## config.mk

```make
export PLATFORM = sky130hd
export DESIGN_NAME = hi_ssp_serializer_flat
export DESIGN_NICKNAME = d
export VERILOG_FILES = /design/src/rtl/hi_ssp_serializer_if.sv /design/src/rtl/hi_ssp_serializer.sv /design/src/flat_wrapper.sv
export SDC_FILE = /design/constraint.sdc
export NUM_CORES = 1
export LEC_CHECK = 0
export CAP_MARGIN = 20
export CELL_PAD_IN_SITES_DETAIL_PLACEMENT = 1
export CELL_PAD_IN_SITES_GLOBAL_PLACEMENT = 2
export CORE_AREA = 10 10 89 91
export DETAILED_ROUTE_END_ITERATION = 10
export DIE_AREA = 0 0 99 101
export PLACE_DENSITY_LB_ADDON = 0.1
export SLEW_MARGIN = 20
export SYNTH_ARGS = -nofsm -noshare
export SYNTH_HDL_FRONTEND = slang
export SYNTH_SLANG_ARGS = --single-unit
```

## constraint.sdc

```tcl
create_clock -name pck0 -period 1.8 [get_ports pck0]
set_input_delay 0.27 -clock pck0 [delete_from_list [all_inputs] [get_ports pck0]]
set_output_delay 0.27 -clock pck0 [all_outputs]
set_load 0.01 [all_outputs]
```

## src/rtl/hi_ssp_serializer_if.sv

```systemverilog
// hi_ssp_serializer_if: sample handshake between the HF demodulator and the SSP serializer
interface hi_ssp_serializer_if;
    logic [7:0] sample_d;
    logic       sample_valid;
    logic       sample_ready;
    modport master (output sample_d, sample_valid, input sample_ready);
    modport slave  (input sample_d, sample_valid, output sample_ready);
endinterface

```

## src/rtl/hi_ssp_serializer.sv

```systemverilog
// hi_ssp_serializer: FIFO-buffered MSB-first SSP byte serializer; HI_SSP_SERIALIZER_OVFCNT_EN enables the drop counter
module hi_ssp_serializer #(
    parameter int CLK_DIV    = 8,
    parameter int FIFO_DEPTH = 4
) (
    input  logic                pck0,
    input  logic                rst,
    hi_ssp_serializer_if.slave  s,
    output logic                ssp_clk,
    output logic                ssp_frame,
    output logic                ssp_din,
    output logic [7:0]          overflow_cnt
);
    localparam int DW = $clog2(CLK_DIV);
    localparam int AW = $clog2(FIFO_DEPTH);
    localparam logic [DW-1:0] DIV_MAX  = DW'(CLK_DIV - 1);
    localparam logic [DW-1:0] DIV_HALF = DW'(CLK_DIV / 2);
    typedef enum logic {IDLE, SHIFT} state_t;
    state_t        state, state_n;
    logic [DW-1:0] div_cnt, div_n;
    logic          boundary;
    logic [7:0]    mem [FIFO_DEPTH];
    logic [AW:0]   wr_ptr, rd_ptr;
    logic          full, empty, push, pop;
    logic [7:0]    shreg, shreg_n;
    logic [2:0]    bit_idx, bit_n;
    assign div_n = boundary ? '0 : div_cnt + 1'b1;
    assign boundary = div_cnt == DIV_MAX;
    assign full = (wr_ptr[AW] != rd_ptr[AW]) && (wr_ptr[AW-1:0] == rd_ptr[AW-1:0]);
    assign empty = wr_ptr == rd_ptr;
    assign s.sample_ready = !full && !rst;
    assign push = s.sample_valid && s.sample_ready;
    assign pop = boundary && !empty && (state == IDLE || bit_idx == 3'd0);
    // Free-running bit-clock divider; ssp_clk falls exactly when div_cnt wraps to 0
    always_ff @(posedge pck0 or posedge rst) begin
        if (rst) begin
            div_cnt <= '0;
            ssp_clk <= 1'b0;
        end else begin
            div_cnt <= div_n;
            ssp_clk <= div_n >= DIV_HALF;
        end
    end
    // FIFO pointers carry an extra wrap bit so full and empty are distinguishable
    always_ff @(posedge pck0 or posedge rst) begin
        if (rst) begin
            wr_ptr <= '0;
            rd_ptr <= '0;
        end else begin
            if (push) wr_ptr <= wr_ptr + 1'b1;
            if (pop) rd_ptr <= rd_ptr + 1'b1;
        end
    end
    // Sample storage needs no reset; only entries between the pointers are ever read
    always_ff @(posedge pck0) begin
        if (push) mem[wr_ptr[AW-1:0]] <= s.sample_d;
    end
    // Shifter state register
    always_ff @(posedge pck0 or posedge rst) begin
        if (rst) begin
            state   <= IDLE;
            shreg   <= '0;
            bit_idx <= '0;
        end else begin
            state   <= state_n;
            shreg   <= shreg_n;
            bit_idx <= bit_n;
        end
    end
    // Next state: advance only at bit boundaries, reloading back-to-back when data is waiting
    always_comb begin
        state_n = state;
        shreg_n = shreg;
        bit_n   = bit_idx;
        if (pop) begin
            state_n = SHIFT;
            shreg_n = mem[rd_ptr[AW-1:0]];
            bit_n   = 3'd7;
        end else if (boundary && state == SHIFT && bit_idx != 3'd0) begin
            shreg_n = {shreg[6:0], 1'b0};
            bit_n   = bit_idx - 3'd1;
        end else if (boundary) begin
            state_n = IDLE;
        end
    end
    // Outputs decode registered state only, so reset clears them immediately
    always_comb begin
        ssp_din   = (state == SHIFT) ? shreg[7] : 1'b0;
        ssp_frame = (state == SHIFT) ? bit_idx == 3'd7 : 1'b0;
    end
`ifdef HI_SSP_SERIALIZER_OVFCNT_EN
    logic drop;
    assign drop = s.sample_valid && full;
    // Saturating count of samples refused while the FIFO was full
    always_ff @(posedge pck0 or posedge rst) begin
        if (rst) overflow_cnt <= '0;
        else if (drop && overflow_cnt != 8'hFF) overflow_cnt <= overflow_cnt + 8'd1;
    end
`else
    assign overflow_cnt = '0;
`endif
endmodule

```

## src/flat_wrapper.sv

```systemverilog
// flat-port wrapper written by rule: the top's interface ports become plain ports
module hi_ssp_serializer_flat 
#(
    parameter int CLK_DIV    = 8,
    parameter int FIFO_DEPTH = 4
)
  (pck0, rst, ssp_clk, ssp_frame, ssp_din, overflow_cnt, s_sample_d, s_sample_valid, s_sample_ready);
  hi_ssp_serializer_if s_i ();
  input  logic pck0;
  input  logic rst;
  output logic ssp_clk;
  output logic ssp_frame;
  output logic ssp_din;
  output logic [7:0] overflow_cnt;
  input wire logic [$bits(s_i.sample_d)-1:0] s_sample_d;
  input wire logic [$bits(s_i.sample_valid)-1:0] s_sample_valid;
  output wire logic [$bits(s_i.sample_ready)-1:0] s_sample_ready;
  assign s_i.sample_d = s_sample_d;
  assign s_i.sample_valid = s_sample_valid;
  assign s_sample_ready = s_i.sample_ready;
  hi_ssp_serializer #(.CLK_DIV(CLK_DIV), .FIFO_DEPTH(FIFO_DEPTH)) u_core (.pck0(pck0), .rst(rst), .s(s_i), .ssp_clk(ssp_clk), .ssp_frame(ssp_frame), .ssp_din(ssp_din), .overflow_cnt(overflow_cnt));
endmodule
```

==> results of run 1 <==
## routing by layer
layer	wire, um	GRT usage [%]	vias up
met5	0	0	-
met4	27	2.32	0
met3	244	3.50	4
met2	2240	15.5	25
met1	2060	12.0	681
li1	-	-	646
## report_power, final
part	internal, uW	switching (uW)	total [uW]
sequential	1580	232	1820
clock	290	432	722
combinational	801	750	1550
total	2680	1410	4090
## cell usage in the layout (no fill, tap or decap), drive strengths merged, types with 8 or more instances in the layout
cell	synthesis	routed
conb	1	8
edfxtp	32	32
buf	11	14
clkdlybuf4s50	0	12
ha	10	10
nor2	8	8
inv	15	18
a31oi	8	8
mux4	8	8
dfrtp	21	21
## metrics by stage
step	util, %	instances
2_1_floorplan	-	173
3_3_place_gp	43.8	261
3_5_place_dp	43.8	261
4_1_cts	45.5	270
5_1_grt	46.2	271
6_report	46.2	271
## flip-flops by register name (all words and copies together), names as in the netlist
name,count
u_core.bit_idx,3
u_core.div_cnt,3
u_core.mem,32
u_core.wr_ptr,3
u_core.shreg,8
u_core.state,1
u_core.rd_ptr,3
## kinds of logic (layout without fill, tap and decap cells)
| group | after synthesis | count (layout) | synth area share, % |
|---|---|---|---|
| AO/OA/AOI/OAI | 24 | 24 | 8.10 |
| AND/OR/NAND/NOR | 32 | 32 | 7.44 |
| adder cells (fa/ha/maj) | 10 | 10 | 5.09 |
| other | 1 | 8 | 0.153 |
| buffers and inverters | 30 | 51 | 6.57 |
| XOR/XNOR | 7 | 7 | 3.11 |
| flip-flops | 53 | 53 | 60.5 |
| multiplexers | 9 | 9 | 9.02 |
## worst register-to-register path: stages (launching register included)
cell	delay [ns]
dfrtp_1	0.40
buf_4	0.14
inv_1	0.07
ha_1	0.14
nand2b_1	0.08
and2_4	0.16
buf_12	0.14
or3_1	0.30
o211a_1	0.14
## cells in the mapped netlist, types with 3 or more instances
cell | n | area share (%)
a31oi_1 | 8 | 2.0
buf_4 | 9 | 2.8
clkbuf_1 | 4 | 0.61
dfrtp_1 | 21 | 21
edfxtp_1 | 32 | 39
ha_1 | 10 | 5.1
inv_1 | 15 | 2.3
mux4_1 | 8 | 8.6
nand2_1 | 3 | 0.46
nand3_1 | 3 | 0.61
nor2_1 | 8 | 1.2
o211a_1 | 7 | 2.9
o21a_1 | 3 | 0.92
o21ai_0 | 3 | 0.61
or3_1 | 7 | 1.8
xnor2_1 | 3 | 1.1
## timing repair
action | CTS | global route
pin swaps | 2 | 3
gates resized for setup | 3 | 10
setup buffers | 1 | 1
endpoints found under the setup margin | 2 | 8
## layout make-up
cell class	instances	area, sq um	share of cell area, %
Clock buffer	5	68.8	2.40
Clock inverter	3	26.3	0.917
Inverter	15	56.3	1.97
Multi-Input combinational cell	90	875	30.5
Sequential cell	53	1490	52.1
Tap cell	77	96.3	3.36
Timing Repair Buffer	28	251	8.78
## worst max path at each step
stage / start / end / cells past startpoint
after detailed placement: s_sample_valid / u_core.mem[1][2]$_DFFE_PP_ / 4
final: u_core.bit_idx[0]$_DFFE_PP0P_ / u_core.shreg[7]$_DFFE_PP0P_ / 8
after global routing: u_core.rd_ptr[2]$_DFFE_PP0N_ / u_core.mem[1][7]$_DFFE_PP_ / 4
after CTS: u_core.rd_ptr[0]$_DFFE_PP0N_ / s_sample_ready / 3
after global placement: s_sample_valid / u_core.mem[0][2]$_DFFE_PP_ / 4
after floorplan: u_core.rd_ptr[1]$_DFFE_PP0N_ / u_core.mem[2][0]$_DFFE_PP_ / 4
==> out/results.ini, run 1 <==
[global_route]
grt_max_degree=22
antenna_found_initial=0
grt_pass1_wl_um=7760
grt_usage_pct=9.62
grt_pass1_vias=1466
grt-ovfl-total=0

[setup_path]
crit_fanout=17
crit_required_ns=2.01
setup.worst_path.start_class=flip-flop
endpoint_kind=flip-flop
max_stage_delay_ns=0.40
crit_family=simple AND/OR/NAND/NOR gates
worstReg2RegEnd=u_core.shreg[7]$_DFFE_PP0P_
reg2reg_slack_ns=0.11
arrival_ns=1.90
critical_path_class=flip-flop to flip-flop
cp.buffers_inverters=3
worst_path_max_delay_cell=dfrtp_1
path_cells=buf_4, inv_1, ha_1, nand2b_1, and2_4, buf_12, or3_1, o211a_1
rr_worst_depth=8
worstReg2RegStart=u_core.bit_idx[0]$_DFFE_PP0P_

[sta]
hold_violations=0
period_minus_slack_ns=1.69
finalSetupViolCount=0
setup_slack_ns=0.111
fin_skew_ns=0.00881
finalSetupTns_ns=0
whs_ns=0.437
period_share_pct=93.9
report.final.slew_viol_count=0
fmax_ghz=0.592

[floorplanning]
coreArea_sq_um=6200
die_w_um=99
die-area_sq_um=10000
start_util_pct=39.6
ios=23
fp-row-count=29
fp.dieH_um=101

[route]
drc=0
firstDrtPassIters=4
routed_wl_um=4580
drt-initial-drc-count=50
vias=1356
routed_via_density=5.00
wire_per_inst_um=16.9
antenna_left=0

[logic_synthesis]
synthCells=166
synth_area_per_cell_sq_um=14.8
ys_seq_area_share_pct=60.5
syn_area_sq_um=2460
async_reset_ff_share_pct=39.6
ys_seq_elements=53
synth_cell_type_count=32
synth_edf_count=32
ys.flop_type=edfxtp_1
ys_warn_count=0

[finish]
n_antenna_cell=0
drive_gt1_share_pct=19.1
nFillCells=635
syn_to_final_growth_pct=16.7
finalNetCount=214
design_area_sq_um=2870

[clock_tree]
clockBufferDepth=2
cts_tree=built
numCtsBuffers=5
clock_latency_ns=0.31
clock-sinks=53
root_buffer=clkbuf_8
cts_hold_buf=0
clk_pin_slew_ns=0.11
cts_htree_levels=2

[place]
port-buffer-count=14
place_ws_ns=0.00665
hpwl_um=3330
postPlaceCellArea_sq_um=2720
gp_congestion=0.694

[worst_hold_path]
min_path_cells=1
hp-start=u_core.div_cnt[0]$_DFF_PP0_
hp-class=flip-flop to flip-flop
whs_endpoint=u_core.div_cnt[0]$_DFF_PP0_

[power]
power_uw=4090
ir_worst_vdd_mv=0.620
leakage_uw=0.00118
power_density_nw_per_um2=1430

[flow_run]
drv_cap=0

[run_status]
status=finished clean

Note: power is estimated with default switching activity, not from simulation.
==> run 2, diff against run 1 <==
Settings changed: CORE_AREA 10 10 89 91 to 10 10 85 95, DIE_AREA 0 0 99 101 to 0 0 95 105.
==> run 2 against run 1 <==
Die area shrank 0.24%; worst hold slack worse by 0.017 ns; setup slack worse by 0.040 ns; global-route usage down 0.51 points; combinational power down 5%; sequential power about the same; first-iteration DRC count fell by 40%; critical path depth decreased by 5; fmax shrank 2.3%; wire length fell by 4.7%; sequential share of layout area is essentially flat; register-to-register slack worse by 0.02 ns; largest cell class unchanged; highest routed layer unchanged.
==> out/results.ini, run 2 (synthesis results as in run 1) <==
[global_route]
grt_usage_pct=9.11  ; was 9.62%
grt_pass1_wl_um=7290  ; was 7760 um
grt_max_degree=22  ; unchanged
grt_pass1_vias=1494  ; was 1466
grt-ovfl-total=0  ; unchanged
antenna_found_initial=0  ; unchanged

[route]
drt-initial-drc-count=30  ; was 50
firstDrtPassIters=4  ; unchanged
vias=1364  ; was 1356
wire_per_inst_um=16.0  ; was 16.9 um
drc=0  ; unchanged
routed_wl_um=4360  ; was 4580 um
antenna_left=0  ; unchanged
routed_via_density=5.00  ; about the same

[sta]
fmax_ghz=0.578  ; was 0.592 GHz
period_share_pct=96.1  ; was 93.9%
rsz0062_at_grt=false
hold_violations=0  ; unchanged
finalSetupViolCount=0  ; unchanged
setup_slack_ns=0.0707  ; was 0.111 ns
fin_skew_ns=0.0112  ; was 0.00881 ns
period_minus_slack_ns=1.73  ; was 1.69 ns
report.final.slew_viol_count=0  ; unchanged

[place]
dp_cells=263  ; was 261
gp_congestion=0.707  ; was 0.694
port-buffer-count=14  ; unchanged
hpwl_um=3280  ; was 3330 um
place_ws_ns=-0.0510  ; was 0.00665 ns

[clock_tree]
numCtsBuffers=5  ; unchanged
cts_htree_levels=2  ; unchanged
clk_pin_slew_ns=0.11  ; about the same
clock-sinks=53  ; unchanged
cts_hold_buf=0  ; unchanged
clock_latency_ns=0.31  ; about the same
root_buffer=clkbuf_8  ; unchanged
clockBufferDepth=2  ; unchanged
cts_tree=built  ; unchanged

[floorplanning]
fp-row-count=30  ; was 29
ios=23  ; unchanged
die-area_sq_um=9980  ; was 10000 sq um
coreArea_sq_um=6080  ; was 6200 sq um
start_util_pct=40.4  ; was 39.6%
die_w_um=95  ; was 99 um
fp.dieH_um=105  ; was 101 um

[power]
seqPwrFrac_pct=45.1  ; was 44.4%
power_density_nw_per_um2=1400  ; was 1430 nW/um^2
ir_worst_vdd_mv=0.654  ; was 0.620 mV
intPower_uw=2640  ; was 2680 uW
leakage_uw=0.00117  ; was 0.00118 uW
share_comb_of_total_power_pct=37.0  ; was 37.9%
p_switching_uw=1360  ; was 1410 uW
p_sw_share_pct=34.0  ; was 34.6%
clkPwrFrac_pct=18.0  ; was 17.7%
power_uw=4000  ; was 4090 uW

[setup_path]
critical_path_class=flip-flop to output pin  ; was flip-flop to flip-flop
crit_required_ns=1.53  ; was 2.01 ns
crit_fanout=3  ; was 17
rr_worst_depth=5  ; was 8
worstReg2RegEnd=u_core.shreg[4]$_DFFE_PP0P_  ; was u_core.shreg[7]$_DFFE_PP0P_
worstReg2RegStart=u_core.rd_ptr[2]$_DFFE_PP0N_  ; was u_core.bit_idx[0]$_DFFE_PP0P_
setup.worst_path.start_class=flip-flop  ; unchanged
reg2reg_slack_ns=0.09  ; was 0.11 ns
arrival_ns=1.46  ; was 1.90 ns
endpoint_kind=output pin  ; was flip-flop

[run_status]
status=finished clean  ; unchanged

[finish]
final_common_cell=edfxtp_1  ; unchanged
drive_gt1_share_pct=18.1  ; was 19.1%
syn_to_final_growth_pct=16.7  ; unchanged
mostFrequentLayoutCells=edfxtp_1, dfrtp_1, inv_1  ; unchanged
instances_no_fill=273  ; was 271
largest_reg_flops=32  ; unchanged
finalNetCount=213  ; was 214
n_antenna_cell=0  ; unchanged

[worst_hold_path]
hp-class=input pin to asynchronous set/reset pin  ; was flip-flop to flip-flop

[flow_run]
drv_cap=0  ; unchanged

-- run 2: final cells by class --
class	instances	area, sq um
clock buffer	5	68.8
clock inverter	3	28.8
fill	633	3220
inverter	15	56.3
multi-input combinational	90	872
sequential	53	1490
tap	80	100
timing repair buffer	27	249
-- run 2: how the worst max path moves through the flow --
stage                                            start  depth (start not counted)                    endpoint  slack [ns]
final                     u_core.rd_ptr[2]$_DFFE_PP0N_                          3              s_sample_ready        0.07
after CTS                 u_core.rd_ptr[1]$_DFFE_PP0N_                          3              s_sample_ready        0.01
after global placement                  s_sample_valid                          4  u_core.mem[1][3]$_DFFE_PP_        0.02
after detailed placement                           rst                          3              s_sample_ready       -0.05
after floorplan           u_core.rd_ptr[1]$_DFFE_PP0N_                          4  u_core.mem[2][0]$_DFFE_PP_        0.10
after global routing      u_core.rd_ptr[2]$_DFFE_PP0N_                          3              s_sample_ready       0.004
-- run 2: per-stage QoR --
stage	hold slack, ns	TNS (ns)	area (sq um)	utilization, %
after floorplan	0.247	0	2480	-
after global placement	0.415	0	2710	44.6
after detailed placement	0.435	-0.423	2710	44.6
after CTS	0.433	0	2820	46.4
after global routing	0.457	0	2870	47.1
final	0.420	0	2870	47.1
-- run 2: critical path: stages, from the launching register on --
cell and delay [ns]:
dfrtp_1 0.43, xor2_2 0.28, a31oi_2 0.14, dlygate4sd2_1 0.30
-- run 2: what timing repair did --
item                       CTS  global route
buffers inserted             0             2
resized for setup            4             7
pin swaps                    2             2
setup endpoints to repair    2             6
-- run 2: routing by layer --
| metal | GRT usage [%] | vias to the layer above | part of all wire (%) |
|---|---|---|---|
| li1 | - | 649 | - |
| met4 | 2.89 | 0 | 0.53 |
| met1 | 10.1 | 689 | 41 |
| met5 | 0 | - | 0 |
| met3 | 2.36 | 2 | 3.6 |
| met2 | 16.3 | 24 | 55 |
-- run 2: power groups by stage --
stage | clock [uW] | sequential [uW] | combinational (uW)
2_1_floorplan | 0 | 1740 | 1050
3_3_place_gp | 0 | 1780 | 1380
3_5_place_dp | 0 | 1800 | 1410
4_1_cts | 750 | 1780 | 1430
5_1_grt | 801 | 1850 | 1640
6_report | 718 | 1800 | 1480
==> run 3, diff against run 2 <==
Settings changed: PLACE_DENSITY set to 0.88, PLACE_DENSITY_LB_ADDON 0.1 to not set.
==> run 3 against run 2 <==
Clock power rose by 0.8%; register-to-register slack improved by 0.02 ns; sequential power barely moved; critical path type unchanged; largest cell class unchanged; largest power group unchanged.
==> out/results.ini, run 3 (synthesis results as in run 1) <==
[clock_tree]
clockBufferDepth=2  ; unchanged
clock-sinks=53  ; unchanged
clock_latency_ns=0.31  ; about the same
clk_pin_slew_ns=0.10  ; was 0.11 ns
cts_hold_buf=0  ; unchanged
root_buffer=clkbuf_8  ; unchanged
cts_htree_levels=2  ; unchanged
numCtsBuffers=5  ; unchanged
cts_tree=built  ; unchanged

[setup_path]
worst_path_max_delay_cell=dfrtp_1  ; unchanged
max_stage_delay_ns=0.43  ; about the same
crit_fanout=3  ; unchanged
arrival_ns=1.45  ; was 1.46 ns
crit_required_ns=1.53  ; about the same
endpoint_kind=output pin  ; unchanged
critical_path_class=flip-flop to output pin  ; unchanged
path_cells=xnor2_2, a31oi_2, clkdlybuf4s15_2  ; was xor2_2, a31oi_2, dlygate4sd2_1
setup.worst_path.start_class=flip-flop  ; unchanged

[floorplanning]
die-area_sq_um=9980  ; unchanged
fp.dieH_um=105  ; unchanged
coreArea_sq_um=6080  ; unchanged
start_util_pct=40.4  ; unchanged
die_w_um=95  ; unchanged
ios=23  ; unchanged
fp-row-count=30  ; unchanged

[place]
port-buffer-count=14  ; unchanged
place_ws_ns=-0.0571  ; was -0.0510 ns
gp_congestion=0.730  ; was 0.707
hpwl_um=3370  ; was 3280 um

[route]
antenna_left=0  ; unchanged
drt-initial-drc-count=34  ; was 30
routed_wl_um=4340  ; was 4360 um
drc=0  ; unchanged
vias=1320  ; was 1364
wire_per_inst_um=15.8  ; was 16.0 um
routed_via_density=4.82  ; was 5.00
firstDrtPassIters=4  ; unchanged

[sta]
finalSetupViolCount=0  ; unchanged
fin_skew_ns=0.00437  ; was 0.0112 ns
fmax_ghz=0.580  ; was 0.578 GHz
whs_ns=0.447  ; was 0.420 ns
finalSetupTns_ns=0  ; unchanged
period_minus_slack_ns=1.72  ; was 1.73 ns
period_share_pct=95.8  ; was 96.1%
setup_slack_ns=0.0756  ; was 0.0707 ns
hold_violations=0  ; unchanged
report.final.slew_viol_count=0  ; unchanged

[finish]
mostFrequentLayoutCells=edfxtp_1, dfrtp_1, inv_1  ; unchanged
final_common_cell=edfxtp_1  ; unchanged
syn_to_final_growth_pct=16.1  ; was 16.7%
largest_reg_flops=32  ; unchanged
nFillCells=638  ; was 633
drive_gt1_share_pct=18.0  ; was 18.1%
finalNetCount=214  ; was 213
area.sequential_sq_um=1490  ; about the same
multi_input_area_sq_um=861  ; was 872 sq um
n_antenna_cell=0  ; unchanged

[run_status]
status=finished clean  ; unchanged

[global_route]
antenna_found_initial=0  ; unchanged
grt_usage_pct=9.02  ; was 9.11%
grt_pass1_vias=1467  ; was 1494
grt_pass1_wl_um=7140  ; was 7290 um
grt_max_degree=22  ; unchanged
grt-ovfl-total=0  ; unchanged

[flow_run]
drv_cap=0  ; unchanged

[power]
power_density_nw_per_um2=1380  ; was 1400 nW/um^2
leakage_uw=0.00117  ; about the same
ir_worst_vdd_mv=0.705  ; was 0.654 mV
power_uw=3940  ; was 4000 uW

[worst_hold_path]
hp-class=flip-flop to flip-flop  ; was input pin to asynchronous set/reset pin

==> run 3: final timing paths <==
path,from,endpoint,slack (ns),cells after the start
worst max-delay path,u_core.rd_ptr[0]$_DFFE_PP0N_,s_sample_ready,0.08,3
worst min-delay path,u_core.div_cnt[0]$_DFF_PP0_,u_core.div_cnt[0]$_DFF_PP0_,0.45,1
worst max register to register,u_core.wr_ptr[0]$_DFFE_PP0P_,u_core.mem[0][6]$_DFFE_PP_,0.11,3
worst min register to register,u_core.div_cnt[0]$_DFF_PP0_,u_core.div_cnt[0]$_DFF_PP0_,0.45,1
max in group asynchronous,rst,u_core.wr_ptr[0]$_DFFE_PP0P_,1.07,4
min in group asynchronous,rst,u_core.shreg[7]$_DFFE_PP0P_,0.49,4
==> run 3: metal layers <==
| layer | up-vias | track usage (%) | wire length [um] |
|---|---|---|---|
| li1 | 644 | - | - |
| met1 | 655 | 10.4 | 1840 |
| met2 | 16 | 15.5 | 2340 |
| met3 | 5 | 2.29 | 111 |
| met4 | 0 | 3.21 | 53 |
| met5 | - | 0 | 0 |
==> run 3: critical path, delay by kind of cell (launching register included) <==
kind	cells	cell delay [ns]
flops	1	0.43
compound gates	1	0.15
xor+xnor	1	0.30
buf+inv	1	0.26
==> run 3: timing repair <==
action | in CTS | in global routing
resized for setup | 6 | 5
pin swaps | 2 | 0
setup endpoints to repair | 2 | 3
buffers inserted | 0 | 0
cloned | 0 | 0
==> run 3: metrics by stage <==
step                cell area [sq um]  utilization [%]  std cells
floorplan                        2480                -        173
global placement                 2720             44.8        266
detailed placement               2720             44.8        266
CTS                              2830             46.5        274
global route                     2850             46.9        274
finish                           2850             46.9        274
==> run 3: layout make-up <==
class                           count  area share [%]
Timing Repair Buffer               28            8.64
Clock inverter                      2           0.614
Inverter                           15            1.97
Tap cell                           80            3.51
Sequential cell                    53            52.2
Multi-Input combinational cell     90            30.2
Clock buffer                        6            2.90
==> run 3: power breakdown <==
group / total (uW) / leakage [uW] / internal [uW] / switching [uW]
Combinational: 1430 / 0.000577 / 726 / 701
Clock: 724 / 0.0000518 / 320 / 404
Sequential: 1790 / 0.000541 / 1580 / 208
